<file path="config.mk">
export PLATFORM = sky130hd
export DESIGN_NAME = dds_sweep_gen
export DESIGN_NICKNAME = d
export VERILOG_FILES = /design/src/rtl/dds_sweep_gen.sv
export SDC_FILE = /design/constraint.sdc
export NUM_CORES = 1
export LEC_CHECK = 0
export ABC_AREA = 1
export CELL_PAD_IN_SITES_DETAIL_PLACEMENT = 1
export CELL_PAD_IN_SITES_GLOBAL_PLACEMENT = 2
export CORE_MARGIN = 2
export CORE_UTILIZATION = 33
export DETAILED_ROUTE_END_ITERATION = 16
export HOLD_SLACK_MARGIN = 0.1
export PLACE_DENSITY = 0.95
export SETUP_SLACK_MARGIN = 0.4
export SLEW_MARGIN = 15
export SYNTH_ARGS = -nofsm -noshare
export SYNTH_HDL_FRONTEND = slang
export SYNTH_SLANG_ARGS = --single-unit
</file>
<file path="constraint.sdc">
create_clock -name clk -period 5.6 [get_ports clk]
set_clock_uncertainty 0.1 [all_clocks]
set_input_delay 1.12 -clock clk [delete_from_list [all_inputs] [get_ports clk]]
set_output_delay 1.12 -clock clk [all_outputs]
set_load 0.1 [all_outputs]
</file>
<file path="src/rtl/dds_sweep_gen.sv">
// dds_sweep_gen: wide phase-accumulator DDS with phase offset, quarter-wave sine LUT and linear chirp FSM.
// Latency: 3 enabled cycles from accumulator value to o_signal_out; o_valid follows en through 3 stages.
// Backpressure: none; i_en is a clock enable that freezes accumulator, FSM and all pipeline stages.
//
// Ports: clk/rst (sync, active-high); i_en clock enable; i_mode 0=off 1=fixed 2=single sweep 3=up/down sweep;
//   i_start launches a sweep; i_freq_start/i_freq_stop/i_freq_step sweep words; i_phase_offset added before LUT;
//   o_busy sweeping; o_freq_cur applied frequency word; o_phase_out accumulator; o_signal_out signed sample;
//   o_valid live sample.
// Optional macro DDS_DITHER_EN: 16-bit Galois LFSR dither added below the LUT address bits.
module dds_sweep_gen #(
    parameter int PHASE_W = 16,
    parameter int ADDR_W  = 8,
    parameter int DATA_W  = 8
) (
    input  logic                      clk,
    input  logic                      rst,
    input  logic                      i_en,
    input  logic [1:0]                i_mode,
    input  logic                      i_start,
    input  logic [PHASE_W-1:0]        i_freq_start,
    input  logic [PHASE_W-1:0]        i_freq_stop,
    input  logic [PHASE_W-1:0]        i_freq_step,
    input  logic [PHASE_W-1:0]        i_phase_offset,
    output logic                      o_busy,
    output logic [PHASE_W-1:0]        o_freq_cur,
    output logic [PHASE_W-1:0]        o_phase_out,
    output logic signed [DATA_W-1:0]  o_signal_out,
    output logic                      o_valid
);

    localparam logic [1:0] MODE_OFF   = 2'd0;
    localparam logic [1:0] MODE_FIXED = 2'd1;
    localparam logic [1:0] MODE_CONT  = 2'd3;
    localparam int         QDEPTH     = 2**(ADDR_W-2);
    localparam real        PI         = 3.14159265358979323846;

    typedef enum logic [1:0] {ST_IDLE, ST_SWEEP_UP, ST_SWEEP_DOWN, ST_HOLD} state_t;

    // Quarter-wave table sampled at half-LSB offsets so that mirroring the index
    // reproduces the second quarter exactly and no entry sits on a zero crossing.
    function automatic logic [DATA_W-1:0] lut_entry(input int i);
        real amp;
        real x;
        amp = real'((2**(DATA_W-1)) - 1);
        x   = amp * $sin(2.0 * PI * (real'(i) + 0.5) / real'(2**ADDR_W));
        return DATA_W'($rtoi(x + 0.5));
    endfunction

    logic [DATA_W-1:0] w_lut [QDEPTH];
    for (genvar gi = 0; gi < QDEPTH; gi++) begin : g_lut
        assign w_lut[gi] = lut_entry(gi);
    end

    state_t              r_state, w_state_nxt;
    logic [PHASE_W-1:0]  r_freq, w_freq_nxt;
    logic [PHASE_W-1:0]  r_acc;
    logic [ADDR_W-1:0]   r_addr;
    logic [DATA_W-1:0]   r_mag;
    logic                r_neg;
    logic [DATA_W-1:0]   r_sig;
    logic [2:0]          r_en_sr;
    logic [PHASE_W-1:0]  w_dither;
    logic [PHASE_W-1:0]  w_p;
    logic [1:0]          w_quad;
    logic [ADDR_W-3:0]   w_idx;
    logic [PHASE_W:0]    w_sum;
    logic signed [PHASE_W:0] w_diff;

`ifdef DDS_DITHER_EN
    localparam int          DITH_W    = PHASE_W - ADDR_W;
    localparam logic [15:0] DITH_MASK = 16'((32'd1 << DITH_W) - 32'd1);

    if (DITH_W < 1 || DITH_W > 16) begin : g_dither_check
        $error("dds_sweep_gen: dither needs 1 <= PHASE_W-ADDR_W <= 16");
    end

    logic [15:0] r_lfsr;

    // Right-shifting Galois LFSR, taps 16,14,13,11.
    always_ff @(posedge clk) begin
        if (rst) begin
            r_lfsr <= 16'hACE1;
        end else if (i_en) begin
            r_lfsr <= {1'b0, r_lfsr[15:1]} ^ (r_lfsr[0] ? 16'hB400 : 16'h0000);
        end
    end

    assign w_dither = PHASE_W'(r_lfsr & DITH_MASK);
`else
    assign w_dither = '0;
`endif

    assign w_p = r_acc + i_phase_offset + w_dither;

    // Accumulator: natural wrap; mode off parks it at zero regardless of en.
    always_ff @(posedge clk) begin
        if (rst) begin
            r_acc <= '0;
        end else if (i_mode == MODE_OFF) begin
            r_acc <= '0;
        end else if (i_en) begin
            r_acc <= r_acc + r_freq;
        end
    end

    // Stage 1 keeps only the LUT address; the shift consumes the full phase word.
    assign w_quad = r_addr[ADDR_W-1:ADDR_W-2];
    assign w_idx  = w_quad[0] ? ~r_addr[ADDR_W-3:0] : r_addr[ADDR_W-3:0];

    always_ff @(posedge clk) begin
        if (rst) begin
            r_addr <= '0;
            r_mag  <= '0;
            r_neg  <= 1'b0;
            r_sig  <= '0;
        end else if (i_en) begin
            r_addr <= ADDR_W'(w_p >> (PHASE_W - ADDR_W));
            r_mag  <= w_lut[w_idx];
            r_neg  <= w_quad[1];
            r_sig  <= r_neg ? (~r_mag + 1'b1) : r_mag;
        end
    end

    // Valid tracks en on every clock, not only enabled ones.
    always_ff @(posedge clk) begin
        if (rst) begin
            r_en_sr <= '0;
        end else begin
            r_en_sr <= {r_en_sr[1:0], i_en};
        end
    end

    always_ff @(posedge clk) begin
        if (rst) begin
            r_state <= ST_IDLE;
            r_freq  <= '0;
        end else begin
            r_state <= w_state_nxt;
            r_freq  <= w_freq_nxt;
        end
    end

    assign w_sum  = {1'b0, r_freq} + {1'b0, i_freq_step};
    assign w_diff = $signed({1'b0, r_freq}) - $signed({1'b0, i_freq_step});

    always_comb begin
        w_state_nxt = r_state;
        w_freq_nxt  = r_freq;
        if (i_mode == MODE_OFF) begin
            w_state_nxt = ST_IDLE;
            w_freq_nxt  = '0;
        end else if (i_mode == MODE_FIXED) begin
            w_state_nxt = ST_IDLE;
            w_freq_nxt  = i_freq_start;
        end else if (i_en) begin
            if (i_start) begin
                // Empty or inverted range goes straight to HOLD at the start word.
                w_freq_nxt  = i_freq_start;
                w_state_nxt = (i_freq_start >= i_freq_stop) ? ST_HOLD : ST_SWEEP_UP;
            end else begin
                case (r_state)
                    ST_SWEEP_UP: begin
                        if (w_sum >= {1'b0, i_freq_stop}) begin
                            w_freq_nxt  = i_freq_stop;
                            w_state_nxt = (i_mode == MODE_CONT) ? ST_SWEEP_DOWN : ST_HOLD;
                        end else begin
                            w_freq_nxt = w_sum[PHASE_W-1:0];
                        end
                    end
                    ST_SWEEP_DOWN: begin
                        if (w_diff <= $signed({1'b0, i_freq_start})) begin
                            w_freq_nxt  = i_freq_start;
                            w_state_nxt = ST_SWEEP_UP;
                        end else begin
                            w_freq_nxt = w_diff[PHASE_W-1:0];
                        end
                    end
                    default: begin
                        w_state_nxt = r_state;
                    end
                endcase
            end
        end
    end

    assign o_busy       = (r_state == ST_SWEEP_UP) || (r_state == ST_SWEEP_DOWN);
    assign o_freq_cur   = r_freq;
    assign o_phase_out  = r_acc;
    assign o_signal_out = (i_mode == MODE_OFF) ? '0 : r_sig;
    assign o_valid      = r_en_sr[2] && (i_mode != MODE_OFF);

endmodule

</file>
==> results of run 1 <==
[cell type report]
cell class,instances,area [um^2],share of cell area
clock inverter,6,86.3,0.00867
sequential,61,1220,0.123
timing repair buffer,127,1230,0.123
inverter,231,867,0.0870
multi-input combinational,981,5920,0.594
clock buffer,10,239,0.0240
tap,324,405,0.0407
[power groups by stage]
| stage | logic (W) | clock network [W] | registers [W] |
|---|---|---|---|
| floorplan | 0.000775 | 0 | 0.000632 |
| global placement | 0.00122 | 0 | 0.000534 |
| detailed placement | 0.00125 | 0 | 0.000535 |
| CTS | 0.00125 | 0.000640 | 0.000527 |
| global route | 0.00144 | 0.000657 | 0.000531 |
| finish | 0.00129 | 0.000625 | 0.000527 |
[cell families (layout without fill, tap and decap cells)]
family                   Yosys count  count (layout)
AO/OA/AOI/OAI                    252             252
XOR/XNOR                          40              40
adder cells (fa/ha/maj)          123             123
buffers and inverters            269             374
flip-flops                        61              61
AND/OR/NAND/NOR                  565             566
[through the flow]
step	util	instances	total power, W
2_1_floorplan	-	1310	0.00141
3_3_place_gp	0.393	1720	0.00175
3_5_place_dp	0.393	1720	0.00178
4_1_cts	0.407	1736	0.00242
5_1_grt	0.412	1740	0.00263
6_report	0.412	1740	0.00244
[timing repair]
| item | CTS | global route |
|---|---|---|
| endpoints found under the setup margin | 0 | 18 |
| resized for setup | 0 | 21 |
| setup buffers | 0 | 3 |
| hold buffers | 0 | 0 |
[cells in the mapped netlist, types with 2 or more instances]
cell      number
a211oi_1       5
a21o_1         4
a21oi_1      114
a21oi_2       12
a21oi_4        2
a31oi_1        5
buf_1          2
buf_2         10
buf_4          3
buf_6          2
clkbuf_1      21
clkinv_1       3
dfxtp_1       61
fa_1           3
ha_1         120
inv_1        225
inv_2          3
nand2_1      305
nand3_1       98
nand3_2        4
nand4_1       30
nor2_1        99
nor2_2         2
nor3_1        14
nor4_1         2
o211ai_1      10
o21a_1         2
o21ai_0       74
o21bai_1       9
o221ai_1       5
o31ai_1        3
or2_2          5
xnor2_1        9
xor2_1        31
[state kept, by name, summed over array words and instances (netlist names)]
signal / cells
o_freq_cur: 16
o_phase_out: 16
r_addr: 8
r_en_sr: 3
r_mag: 7
r_neg: 1
r_sig: 8
r_state: 2
[worst min-delay path: stages (launching register included)]
cell	delay, ns
dfxtp_1	0.29
inv_1	0.04
nor2_1	0.03
[per-layer routing]
metal | GRT usage | up-vias
met5 | 0 | -
met4 | 0.0577 | 0
met3 | 0.0284 | 36
met2 | 0.371 | 191
met1 | 0.321 | 4201
li1 | - | 4480
[worst max path at each step]
stage	from	to	slack, ns	cells after the start
2_1_floorplan	i_freq_step[0]	o_freq_cur[0]	1.42	24
3_3_place_gp	i_freq_step[0]	o_freq_cur[10]	0.36	25
3_5_place_dp	i_freq_step[3]	o_freq_cur[10]	0.28	26
4_1_cts	i_freq_step[3]	o_freq_cur[8]	0.61	26
5_1_grt	i_freq_step[3]	o_freq_cur[4]	0.39	27
6_report	i_freq_step[3]	o_freq_cur[4]	0.61	27
==> impl_metrics.json, run 1 <==
{
  "setup_viol": 0,
  "synth_cell_types": 47,
  "crit_path_end_kind": "flip-flop",
  "gp_congestion": 0.953,
  "reg2reg_depth": 23,
  "cp_slowest_stage_delay_ns": 0.56,
  "min_from": "r_en_sr[1]",
  "yosys_warnings": 0,
  "die-area_um2": 25700,
  "io_pins": 112,
  "path_class": "input port to flip-flop",
  "worstPathBufferInverterCount": 7,
  "final_area_um2": 9960,
  "slew_violations": 0,
  "vias": 8908,
  "area_delta_synth_final_pct": 23.3,
  "top_layer": "met4",
  "r2r_slack_ns": 1.49,
  "synth-xor-area-share": 0.0434,
  "ys_seq_area_frac": 0.151,
  "ir_worst_vdd_uv": 139,
  "ys_seq_elements": 61,
  "clk_latency_ns": 0.34,
  "wl_met3_mm": 1.18,
  "min_path_cells": 2,
  "grt_max_degree": 58,
  "dr.pass1.iters": 7,
  "cpMaxStageDelayCell": "clkdlybuf4s50_1",
  "worst_ep_arrival_time_ns": 5.09,
  "coreArea_um2": 24200,
  "netlist.area_leader.share": 0.186,
  "slew_headroom": 0.334,
  "port-buffer-count": 111,
  "cts_tree": "built",
  "h-tree-depth": 3,
  "synthTopCellsByArea": "ha_1, dfxtp_1, nand2_1",
  "synth_top_family_by_area": "simple AND/OR/NAND/NOR gates",
  "critPathLaunchType": "input port",
  "hp-class": "flip-flop to flip-flop",
  "timing.fmax_mhz": 200,
  "fin_crit_sh": 0.891,
  "setup_ws_ns": 0.610,
  "grt_antenna_before_repair": 0,
  "hold_violations": 0,
  "crit_top_cell": "nand2_1",
  "muxShareOfSynthArea": 0,
  "fillerInstances": 3186,
  "whs_ns": 0.305,
  "seqPwrFrac": 0.216,
  "pwr-share-comb": 0.528,
  "cts.clk_slew.worst_paths_ns": 0.06,
  "finalNetCount": 1604,
  "p_sw_w": 0.00114,
  "drtIter0Drc": 420,
  "dpl_worst_slack_ns": 0.279,
  "rsz0062_at_grt": "no",
  "routed-wl-met2_mm": 13.3,
  "clock_power_share": 0.256,
  "synthArstFlopShare": 0,
  "numCtsBuffers": 9,
  "final_cell_mix": "nand2_1, inv_1, ha_1",
  "placed_area_um2": 9510,
  "critPathTopFamily": "simple AND/OR/NAND/NOR gates",
  "layout_commonest_cell": "nand2_1",
  "start_util": 0.334,
  "grt_overflow": 0,
  "root_buffer": "clkbuf_16",
  "fp-row-count": 57,
  "die_width_um": 160,
  "drc": 0,
  "wire_per_inst_um": 16.9,
  "synthCells": 1310,
  "tightest_slew_ns": 0.996,
  "max-cap-violations": 0,
  "synthAdderAreaFrac": 0.193,
  "path_max_fanout": 6,
  "cts.path.max_buffers": 2,
  "rr_startpoint": "o_freq_cur[12]",
  "grt_pass1_wl_mm": 47.5,
  "clock-sinks": 61,
  "grt_pass1_vias": 8941,
  "worstReg2RegEnd": "o_freq_cur[4]",
  "hpwl_mm": 23.9,
  "synthSimpleGateAreaFrac": 0.301,
  "syn_nets": 1503,
  "n_antenna_cell": 0,
  "wl_met1_mm": 14.4,
  "timing.final.crit_period_ns": 4.99,
  "drive_gt1_frac": 0.0600,
  "intPower_w": 0.00130,
  "powerDensity_nw_per_um2": 245,
  "synth_top_cell_by_area": "ha_1",
  "cp.required_ns": 5.70,
  "netSwitchingFraction": 0.467,
  "p_leak_nw": 5.17,
  "die_h_um": 160,
  "vias_per_cell": 5.12,
  "grt_usage": 0.228,
  "whs_endpoint": "r_en_sr[2]",
  "syn_area_um2": 8080,
  "synth_enable_flop_cells": 0,
  "synthFlopType": "dfxtp_1",
  "wl_mm": 29.5,
  "totalNegativeSetupSlack_ns": 0,
  "antenna_left": 0,
  "status": "complete, no violations",
  "avgSynthCellArea_um2": 6.17,
  "synth-compound-area-share": 0.181
}
No activity file was read; power rests on OpenSTA's default activity.
==> run 2, diff against run 1 <==
--- a/config.mk
+++ b/config.mk
@@ -7,9 +7,9 @@
 export LEC_CHECK = 0
 export ABC_AREA = 1
 export CELL_PAD_IN_SITES_DETAIL_PLACEMENT = 1
-export CELL_PAD_IN_SITES_GLOBAL_PLACEMENT = 2
+export CELL_PAD_IN_SITES_GLOBAL_PLACEMENT = 1
 export CORE_MARGIN = 2
-export CORE_UTILIZATION = 33
+export CORE_UTILIZATION = 43
 export DETAILED_ROUTE_END_ITERATION = 16
 export HOLD_SLACK_MARGIN = 0.1
 export PLACE_DENSITY = 0.95
==> impl_metrics.json, run 2 (same netlist as run 1, synthesis figures left out) <==
{
  "crit_path_end_kind": "flip-flop",
  "cts_tree": "built",
  "p_leak_nw": 5.13,
  "fp-row-count": 50,
  "netSwitchingFraction": 0.476,
  "wl_mm": 31.2,
  "p_sw_w": 0.00118,
  "worst_ep_arrival_time_ns": 5.32,
  "hold_violations": 0,
  "coreArea_um2": 18600,
  "layout_commonest_cell": "nand2_1",
  "area_delta_synth_final_pct": 21.2,
  "timing.final.crit_period_ns": 5.23,
  "die_h_um": 141,
  "start_util": 0.435,
  "clk_latency_ns": 0.35,
  "timing.fmax_mhz": 191,
  "tightest_slew_ns": 1.04,
  "grt_use_met1": 0.384,
  "final_cell_mix": "nand2_1, inv_1, ha_1",
  "antenna_left": 0,
  "grt_usage": 0.301,
  "clock_power_share": 0.255,
  "grt_pass1_wl_mm": 48.4,
  "fin_crit_sh": 0.933,
  "hp-class": "flip-flop to flip-flop",
  "totalNegativeSetupSlack_ns": 0,
  "drive_gt1_frac": 0.0539,
  "io_pins": 112,
  "critPathTopFamily": "simple AND/OR/NAND/NOR gates",
  "met3_usage": 0.0601,
  "placed_cells": 1622,
  "n_antenna_cell": 0,
  "grt_overflow": 0,
  "slew_violations": 0,
  "vias": 9444,
  "critPathLaunchType": "input port",
  "worstPathBufferInverterCount": 3,
  "grt_antenna_before_repair": 1,
  "h-tree-depth": 3,
  "numCtsBuffers": 9,
  "die_width_um": 141,
  "pwr-share-comb": 0.532,
  "cpMaxStageDelayCell": "clkdlybuf4s50_1",
  "root_buffer": "clkbuf_16",
  "rsz0062_at_grt": "no",
  "seqPwrFrac": 0.213,
  "crit_top_cell": "nand2_1",
  "intPower_w": 0.00130,
  "met2_usage": 0.511,
  "finalNonFillerCells": 1643,
  "ir_worst_vdd_uv": 208,
  "busiest_layer": "met2",
  "die-area_um2": 19900,
  "drc": 0,
  "whs_ns": 0.303,
  "cp_slowest_stage_delay_ns": 0.55,
  "gp_congestion": 0.945,
  "wire_per_inst_um": 19.0,
  "path_class": "input port to flip-flop",
  "setup_viol": 0,
  "vias_per_cell": 5.75,
  "clock-sinks": 61,
  "drtIter0Drc": 608,
  "port-buffer-count": 111,
  "dr.pass1.iters": 5,
  "hpwl_mm": 23.3,
  "slew_headroom": 0.305,
  "powerDensity_nw_per_um2": 253,
  "cts.path.max_buffers": 2,
  "grt_pass1_vias": 9734,
  "cp.required_ns": 5.70,
  "max-cap-violations": 0,
  "finalNetCount": 1597,
  "cts.clk_slew.worst_paths_ns": 0.06,
  "grt_max_degree": 57,
  "path_max_fanout": 18,
  "status": "complete, no violations"
}
## run 2: cell types whose count changed in the layout (fill, tap and decap cells not counted), sizes merged
cell and delta:
buf -6, nand3 -1
## run 2: cell type report
cell class	count	area, um^2
clock inverters	6	86.3
multi-input cells	980	5900
flip-flops and latches	61	1220
clock buffers	10	239
inverters	231	867
well taps	234	293
fillers	2515	8780
repair buffers	121	1190
## run 2: layer usage
metal / routed length (um) / part of all wire
met1: 13900 / 0.45
met2: 14400 / 0.46
met3: 1960 / 0.063
met4: 869 / 0.028
met5: 16 / 0.00051
## run 2: power groups by stage
stage	registers (W)	logic, W	clock network, W
floorplan	0.000632	0.000775	0
global placement	0.000532	0.00117	0
detailed placement	0.000533	0.00122	0
CTS	0.000526	0.00125	0.000633
global route	0.000531	0.00144	0.000652
finish	0.000528	0.00132	0.000632
## run 2: per-stage QoR
stage	total power (W)	utilization	area (um^2)	worst slack (ns)
finish	0.00248	0.527	9800	0.374
detailed placement	0.00175	0.503	9340	0.230
CTS	0.00241	0.520	9670	0.454
global route	0.00262	0.527	9800	0.160
global placement	0.00171	0.503	9340	0.325
floorplan	0.00141	-	8080	1.42
## run 2: timing repair
item	CTS	global route
endpoints found under the setup margin	0	18
setup buffers	0	5
hold endpoints to repair	0	0
hold buffers	0	0
gates resized for setup	0	18
## run 2: tightest hold or removal path: stages, from the launching register on
cell     delay (ns)
dfxtp_1        0.29
inv_1          0.04
nor2_1         0.03
## run 2: worst paths after layout
| kind | startpoint | end | slack (ns) | cells past startpoint |
|---|---|---|---|---|
| worst min register to register | r_en_sr[0] | r_en_sr[1] | 0.30 | 2 |
| worst min-delay path | r_en_sr[0] | r_en_sr[1] | 0.30 | 2 |
| worst max register to register | o_freq_cur[6] | o_freq_cur[2] | 1.20 | 24 |
| worst max-delay path | i_freq_step[0] | o_freq_cur[2] | 0.37 | 27 |
